`config.mk`:
```
export PLATFORM = sky130hd
export DESIGN_NAME = video_timing_ctrl
export DESIGN_NICKNAME = d
export VERILOG_FILES = /design/src/rtl/video_timing_ctrl.sv
export SDC_FILE = /design/constraint.sdc
export NUM_CORES = 1
export LEC_CHECK = 0
export ABC_CLOCK_PERIOD_IN_PS = 6100
export BUFFER_PORTS_ARGS = -buffer_cell sky130_fd_sc_hd__buf_2
export CORE_ASPECT_RATIO = 0.6
export CORE_MARGIN = 1
export CORE_UTILIZATION = 30
export CTS_CLUSTER_DIAMETER = 50
export CTS_CLUSTER_SIZE = 16
export DETAILED_ROUTE_END_ITERATION = 8
export MAX_ROUTING_LAYER = met4
export PLACE_DENSITY = 0.6
export SYNTH_ARGS = -nofsm -noshare
export SYNTH_HDL_FRONTEND = slang
export SYNTH_SLANG_ARGS = --single-unit
```
`constraint.sdc`:
```
create_clock -name pixel_clk -period 6.1 [get_ports pixel_clk]
set_input_delay 1.22 -clock pixel_clk [delete_from_list [all_inputs] [get_ports pixel_clk]]
set_output_delay 1.22 -clock pixel_clk [all_outputs]
set_load 0.01 [all_outputs]
```
`src/rtl/video_timing_ctrl.sv`:
```
// Raster sequencer: counters, DE window, syncs, pixel pull and underflow fill.
// Ports: pixel_clk/rst_n, enable, pix_* handshake, x/y, de/hsync/vsync, pixel_*, underflow.
module video_timing_ctrl #(
  parameter int          H_ACTIVE   = 640,
  parameter int          H_FRONT    = 16,
  parameter int          H_SYNC     = 96,
  parameter int          H_BACK     = 48,
  parameter int          V_ACTIVE   = 480,
  parameter int          V_FRONT    = 10,
  parameter int          V_SYNC     = 2,
  parameter int          V_BACK     = 33,
  parameter logic        HSYNC_POL  = 1'b0,
  parameter logic        VSYNC_POL  = 1'b0,
  parameter logic [23:0] FILL_COLOR = 24'h000000
) (
  input  logic        pixel_clk,
  input  logic        rst_n,
  input  logic        enable,
  input  logic        pix_valid,
  input  logic [23:0] pix_data,
  output logic        pix_ready,
  output logic        frame_start,
  output logic [11:0] x,
  output logic [11:0] y,
  output logic        de,
  output logic        hsync,
  output logic        vsync,
  output logic [7:0]  pixel_r,
  output logic [7:0]  pixel_g,
  output logic [7:0]  pixel_b,
  output logic        underflow,
  input  logic        underflow_clr
);

  localparam int H_TOTAL = H_ACTIVE + H_FRONT + H_SYNC + H_BACK;
  localparam int V_TOTAL = V_ACTIVE + V_FRONT + V_SYNC + V_BACK;

  // 13-bit bounds so a 4096 total still compares correctly
  localparam logic [12:0] H_ACT = 13'(H_ACTIVE);
  localparam logic [12:0] H_SS  = 13'(H_ACTIVE + H_FRONT);
  localparam logic [12:0] H_SE  = 13'(H_ACTIVE + H_FRONT + H_SYNC);
  localparam logic [12:0] H_LST = 13'(H_TOTAL - 1);
  localparam logic [12:0] V_ACT = 13'(V_ACTIVE);
  localparam logic [12:0] V_SS  = 13'(V_ACTIVE + V_FRONT);
  localparam logic [12:0] V_SE  = 13'(V_ACTIVE + V_FRONT + V_SYNC);
  localparam logic [12:0] V_LST = 13'(V_TOTAL - 1);

  typedef enum logic {IDLE, RUN} state_t;

  state_t      state_q, state_d;
  logic [11:0] h_cnt_q, h_cnt_d;
  logic [11:0] v_cnt_q, v_cnt_d;
  logic        de_q, de_d;
  logic        hsync_q, hsync_d;
  logic        vsync_q, vsync_d;
  logic [23:0] pixel_q, pixel_d;
  logic        underflow_q, underflow_d;

  logic [12:0] h_w, v_w;
  logic        run, active, h_last, v_last;
  logic        hs_reg, vs_reg;

  assign h_w    = {1'b0, h_cnt_q};
  assign v_w    = {1'b0, v_cnt_q};
  assign run    = (state_q == RUN);
  assign active = run && (h_w < H_ACT) && (v_w < V_ACT);
  assign h_last = (h_w == H_LST);
  assign v_last = (v_w == V_LST);
  assign hs_reg = run && (h_w >= H_SS) && (h_w < H_SE);
  assign vs_reg = run && (v_w >= V_SS) && (v_w < V_SE);

  always_comb begin
    state_d     = state_q;
    h_cnt_d     = h_cnt_q;
    v_cnt_d     = v_cnt_q;
    unique case (state_q)
      IDLE: begin
        h_cnt_d = '0;
        v_cnt_d = '0;
        if (enable) state_d = RUN;
      end
      RUN: begin
        if (h_last) begin
          h_cnt_d = '0;
          if (v_last) begin
            v_cnt_d = '0;
            // enable is only sampled at frame end
            if (!enable) state_d = IDLE;
          end else begin
            v_cnt_d = v_cnt_q + 12'd1;
          end
        end else begin
          h_cnt_d = h_cnt_q + 12'd1;
        end
      end
    endcase

    de_d    = active;
    hsync_d = hs_reg ? HSYNC_POL : ~HSYNC_POL;
    vsync_d = vs_reg ? VSYNC_POL : ~VSYNC_POL;
    pixel_d = '0;
    if (active) pixel_d = pix_valid ? pix_data : FILL_COLOR;
    underflow_d = underflow_q;
    if (underflow_clr) underflow_d = 1'b0;
    // a new underflow beats a simultaneous clear
    if (active && !pix_valid) underflow_d = 1'b1;
  end

  always_ff @(posedge pixel_clk or negedge rst_n) begin
    if (!rst_n) begin
      state_q     <= IDLE;
      h_cnt_q     <= '0;
      v_cnt_q     <= '0;
      de_q        <= 1'b0;
      hsync_q     <= ~HSYNC_POL;
      vsync_q     <= ~VSYNC_POL;
      pixel_q     <= '0;
      underflow_q <= 1'b0;
    end else begin
      state_q     <= state_d;
      h_cnt_q     <= h_cnt_d;
      v_cnt_q     <= v_cnt_d;
      de_q        <= de_d;
      hsync_q     <= hsync_d;
      vsync_q     <= vsync_d;
      pixel_q     <= pixel_d;
      underflow_q <= underflow_d;
    end
  end

  assign pix_ready   = active;
  assign frame_start = run && (h_cnt_q == 12'd0) && (v_cnt_q == 12'd0);
  assign x           = h_cnt_q;
  assign y           = v_cnt_q;
  assign de          = de_q;
  assign hsync       = hsync_q;
  assign vsync       = vsync_q;
  assign pixel_r     = pixel_q[23:16];
  assign pixel_g     = pixel_q[15:8];
  assign pixel_b     = pixel_q[7:0];
  assign underflow   = underflow_q;

endmodule
```
==> results of run 1 <==
## worst paths after layout
path / cells after the start / startpoint / slack, ps / end
worst max-delay path: 5 / y[9] / 2990 / frame_start
worst min-delay path: 2 / underflow / 510 / underflow
worst max register to register: 4 / x[5] / 3900 / x[5]
worst min register to register: 2 / underflow / 510 / underflow
max in group asynchronous: 2 / rst_n / 4590 / x[9]
min in group asynchronous: 2 / rst_n / 1040 / x[3]
## critical path, cell delays in order (launching register included)
cell and delay (ps):
dfrtp_1 450, nor3_1 330, nand3b_1 140, nand3b_1 180
nor4_1 300, buf_2 190
## registers in the layout, summed over array words and instances, names as in the netlist
name,count
pixel_q,24
y,12
x,12
hsync,1
de,1
run,1
underflow,1
vsync,1
## routing by layer
layer  wire length (um)  vias up  global-route usage (%)
met5                  0        -                       -
met1               2940      954                    21.6
li1                   -      935                       -
met3                478       11                    4.86
met2               2460       81                    22.0
met4                 72        0                    4.42
## final cells by class
type | count | area [um^2] | share of cell area, %
Clock buffer | 7 | 133 | 4.35
Inverter | 9 | 33.8 | 1.11
Timing Repair Buffer | 86 | 440 | 14.4
Multi-Input combinational cell | 147 | 975 | 32.0
Tap cell | 104 | 130 | 4.27
Sequential cell | 53 | 1330 | 43.6
Clock inverter | 1 | 7.51 | 0.246
## cells in the final DEF, fill, tap and decap left out, drive strengths merged, types with 4 or more instances in the layout
| cell | netlist | final |
|---|---|---|
| nor4 | 5 | 5 |
| dfrtp | 51 | 51 |
| nand4 | 7 | 7 |
| or3 | 7 | 7 |
| nand2 | 15 | 15 |
| ha | 4 | 4 |
| o21ai | 7 | 7 |
| inv | 9 | 9 |
| o31ai | 4 | 4 |
| nand3 | 12 | 12 |
| buf | 5 | 86 |
| nor2 | 10 | 10 |
| nor3 | 8 | 8 |
| a21oi | 5 | 5 |
| clkbuf | 3 | 7 |
| xnor2 | 8 | 8 |
| and2 | 26 | 26 |
## stage by stage
stage          cell area, um^2  worst slack (ps)  hold WS [ps]  power [uW]
2_1_floorplan             2400              3390           516         518
3_3_place_gp              2910              3330           485         579
3_5_place_dp              2910              3310           482         583
4_1_cts                   3050              2990           509         859
5_1_grt                   3050              2890           525         898
6_report                  3050              2990           507         848
## cells by family after synthesis
kind of cell | after synthesis | share of synthesized area [%]
multiplexers | 3 | 1.25
flip-flops | 53 | 55.3
AO/OA/AOI/OAI | 27 | 8.32
buffers and inverters | 18 | 4.21
XOR/XNOR | 9 | 3.28
AND/OR/NAND/NOR | 104 | 25.6
adder cells (fa/ha/maj) | 4 | 2.08
## power groups by stage
stage	registers [uW]	logic (uW)	clock network [uW]
2_1_floorplan	434	83.8	0
3_3_place_gp	429	149	0
3_5_place_dp	434	149	0
4_1_cts	428	150	282
5_1_grt	437	168	293
6_report	428	147	273
==> results.cfg, run 1 <==
[run_status]
status = complete, no violations

[power_and_ir_drop]
p_seq_share_pct = 50.5
pwr-share-comb_pct = 17.4
power.switching_uw = 244
p_int_uw = 603
p_clk_share_pct = 32.2
vdd_drop_max_uv = 109
p_per_area_nw_per_um2 = 278
leakage_uw = 0.00143
switching_share_pct = 28.8

[logic_synthesis]
synth_area_leaders = dfrtp_1 (53%), and2_1 (6.5%), xnor2_1 (2.9%)
syn_area_per_cell_um2 = 11.0
synthDominantCellAreaShare_pct = 53.1
synth.cell_area_um2 = 2400
synth_most_common_cell = dfrtp_1
synth_nets = 251
synth_seq_cells = 53
synth_common_cells = dfrtp_1 (51), and2_1 (25), nand2_1 (14), nand3_1 (12), nor2_1 (10)
yosysUniqueCellTypes = 46
synth_top_cell_by_area = dfrtp_1
syn_inst = 218
synth_warnings = 0
postSynth.asyncResetShare_pct = 100
synth_edf_count = 0
synth-seq-area-share_pct = 55.3
ys.flop_type = dfrtp_1

[floorplanning]
die_x_um = 118
dieArea_um2 = 8390
pin_count = 83
core_um2 = 7510
initial_utilization_pct = 32.0
die_y_um = 71.4
fp-row-count = 24

[clock_network]
cts_setup_buffers = 0
cts_made_buffers = 5
post_cts_resized = 0
ctsHoldBuffers = 0
clk_path_buf_depth = 2
cts_max_level = 2
cts-root-buf = clkbuf_16
insertion_delay_ps = 290
clock_sinks = 53
cts_tree = done
clk_pin_slew_ps = 70

[global_routing]
grt_util_all_layers_pct = 15.7
first_global_vias = 1893
grt.overflow.total = 0
grt_max_degree = 54
grt_pass1_wl_um = 9830
antenna_found_initial = 0

[placement]
place_congestion = 0.829
dp_hpwl_um = 4380
placed_cells = 399
port_buffers = 82

[worst_setup_path]
crit_path_start_kind = flip-flop
required_ps = 4880
critPathKind = flip-flop to output port
endpoint_kind = output port
crit_arrival_ps = 1890
crit_fanout = 6

[layout]
postLayoutCoreUtil_pct = 40.6
drive_gt1_share_pct = 34.7
instances_no_fill = 407
syn_to_final_growth_pct = 26.7
fillers = 756
antenna_cells = 0
finalNetCount = 335

[timing]
setup_viol = 0
min_period_over_period_pct = 51.0
drv_slew = 0
finalHoldViolCount = 0
slew-limit-headroom_pct = 53.7
clock_skew_ps = 10.8
period_minus_slack_ps = 3110
grt_setup_unrepaired = no
timing.fmax_mhz = 321
setup_tns_ps = 0
tightest_slew_ps = 686

[detailed_routing]
ant_nets = 0
post-route-drc-count = 0
num_vias = 1981
wl_per_cell_um = 14.6
first_pass_iters = 4
vias_per_cell = 4.87
drt_wl_total_um = 5950
initialDrtViolationCount = 147

[job]
drv_cap = 0

[hold_path]
worstHoldPathType = flip-flop to flip-flop
Note: power is estimated with default switching activity, not from simulation.
==> inputs of run 2 (changes only) <==
Settings changed: ABC_AREA from default to 1, ABC_CLOCK_PERIOD_IN_PS 6100 to 2600, PLACE_DENSITY 0.6 to 0.62.
Clock period 6.1 ns to 2.6 ns, I/O delays scaled along.
==> run 2 against run 1 <==
Against the previous run: clock-buffer cell count down 1; worst setup slack worse by 2500 ps; sequential power up 98%; clock skew down 5.7 ps; largest power group unchanged; highest routed layer unchanged.
==> results.cfg, run 2 <==
[logic_synthesis]
synth_common_cells = nand2_1 (68), inv_1 (60), dfrtp_1 (51), nor2_1 (49), nand3_1 (36)
synth.cell_area_um2 = 2650
synth_edf_count = 0
yosysUniqueCellTypes = 27
synth_top_cell_by_area = dfrtp_1
ys.flop_type = dfrtp_1
synth_most_common_cell = nand2_1
synth_nets = 364
syn_area_per_cell_um2 = 7.99
syn_inst = 331
synth_seq_cells = 53
synth_area_leaders = dfrtp_1 (48%), nand2_1 (9.6%), inv_1 (8.5%)
synth_warnings = 0
postSynth.asyncResetShare_pct = 100
synthDominantCellAreaShare_pct = 48.2
synth-seq-area-share_pct = 50.2

[power_and_ir_drop]
vdd_drop_max_uv = 268
leakage_uw = 0.00194
p_per_area_nw_per_um2 = 487

[clock_network]
clock_sinks = 53
cts-root-buf = clkbuf_16
cts_max_level = 2
insertion_delay_ps = 300
clk_path_buf_depth = 2
cts_tree = done
clk_pin_slew_ps = 70
cts_made_buffers = 5
cts_setup_buffers = 0
post_cts_resized = 0
ctsHoldBuffers = 0

[timing]
setup_viol = 0
clock_skew_ps = 5.11
slew-limit-headroom_pct = 59.2
timing.fmax_mhz = 479
period_minus_slack_ps = 2090
setup_tns_ps = 0
worst_hold_slack_ps = 232
grt_setup_unrepaired = no
drv_slew = 0
tightest_slew_ps = 613
finalHoldViolCount = 0
min_period_over_period_pct = 80.3

[worst_setup_path]
crit_path_start_kind = flip-flop
slowest_delay_ps = 450
required_ps = 2080
endpoint_kind = output port
slowest_stage = dfrtp_1
path_common_cell = nor2_1
cp.buffers_inverters = 2
cp_top_family = flip-flops
crit_fanout = 7
cp_cell_sequence = inv_1 > ha_1 > nand4_1 > nor2_1 > nand3_1 > nor2_1 > buf_2
crit_arrival_ps = 1570
critPathKind = flip-flop to output port

[run_status]
status = complete, no violations

[layout]
finalNetCount = 448
antenna_cells = 0
instances_no_fill = 528
drive_gt1_share_pct = 27.6
layout_commonest_cell = buf_2
regMostFlops = pixel_q
syn_to_final_growth_pct = 25.6
postLayoutCoreUtil_pct = 39.0
largest_register_ffs = 24
final_cell_mix = buf_2 (82), nand2_1 (68), inv_1 (60)

[detailed_routing]
post-route-drc-count = 0
wl_per_cell_um = 12.5
num_vias = 2333
drt_wl_total_um = 6590
first_pass_iters = 4
ant_nets = 0
vias_per_cell = 4.42
initialDrtViolationCount = 128

[floorplanning]
pin_count = 83
core_um2 = 8520
dieArea_um2 = 9210
die_x_um = 123
die_y_um = 74.8
initial_utilization_pct = 31.0
fp-row-count = 26

[global_routing]
antenna_found_initial = 0
grt.overflow.total = 0
first_global_vias = 2092
grt_util_all_layers_pct = 15.9
grt_pass1_wl_um = 10600
grt_max_degree = 28

[placement]
place_congestion = 0.851
port_buffers = 82
dp_hpwl_um = 4930
placed_cells = 520

[job]
drv_cap = 0

[hold_path]
worstHoldPathType = primary input to async pin
-- run 2: changes by cell type in the layout (fill, tap and decap cells not counted), sizes merged, moves of 5 or more --
| cell | delta |
|---|---|
| nand3 | +25 |
| nor2 | +54 |
| or3 | -7 |
| nand2 | +57 |
| nand4 | +6 |
| o21ai | -5 |
| xnor2 | -8 |
| and2 | -26 |
| inv | +52 |
-- run 2: worst reg2reg max path, delay by kind of cell, from the launching register on --
| kind | cells | cell delay [ps] |
|---|---|---|
| buffers and inverters | 1 | 170 |
| DFF | 1 | 420 |
| adders and majority gates | 1 | 210 |
| and+or+nand+nor | 5 | 760 |
-- run 2: worst paths after layout --
| check | start | to | slack, ps | cells past startpoint |
|---|---|---|---|---|
| max | y[0] | frame_start | 510 | 7 |
| min | rst_n | pixel_q[19] | 230 | 1 |
| max reg2reg | x[1] | y[1] | 970 | 7 |
| min reg2reg | x[0] | x[0] | 530 | 1 |
| max in group asynchronous | rst_n | hsync | 1740 | 2 |
| min in group pixel_clk | underflow_clr | underflow | 420 | 2 |
-- run 2: kinds of logic (layout without fill, tap and decap cells) --
group,Yosys count,in the layout,share of synthesized area (%)
simple gates,197,197,35.0
buf+inv,68,153,10.4
flops,53,53,50.2
xor+xnor,5,5,1.65
fa+ha+maj,4,4,1.89
compound gates,4,4,0.851
-- run 2: stage by stage --
| stage | worst slack (ps) | power, uW | area (um^2) |
|---|---|---|---|
| 6_report | 511 | 1620 | 3320 |
| 4_1_cts | 494 | 1650 | 3320 |
| 2_1_floorplan | 987 | 904 | 2650 |
| 3_5_place_dp | 839 | 968 | 3180 |
| 3_3_place_gp | 806 | 967 | 3180 |
| 5_1_grt | 394 | 1690 | 3320 |
-- run 2: routing by layer --
layer  track usage (%)  share of wire (%)  wire length [um]  up-vias
li1                  -                  -                 -     1185
met1              23.4                 53              3500     1041
met2              20.5                 37              2430       99
met3              4.24                8.9               584        8
met4              5.22                1.2                78        0
met5                 -                  0                 0        -
-- run 2: power breakdown --
| group | internal [uW] | switching (uW) |
|---|---|---|
| clock | 358 | 313 |
| sequential | 844 | 4.97 |
| combinational | 41.0 | 59.0 |
| total | 1240 | 377 |
-- run 2: area by class of cell --
type	count	area, um^2
fill	895	5200
timing repair buffer	84	438
inverter	61	229
multi-input combinational	210	1040
clock inverter	2	15.0
sequential	53	1330
tap	112	140
clock buffer	6	129
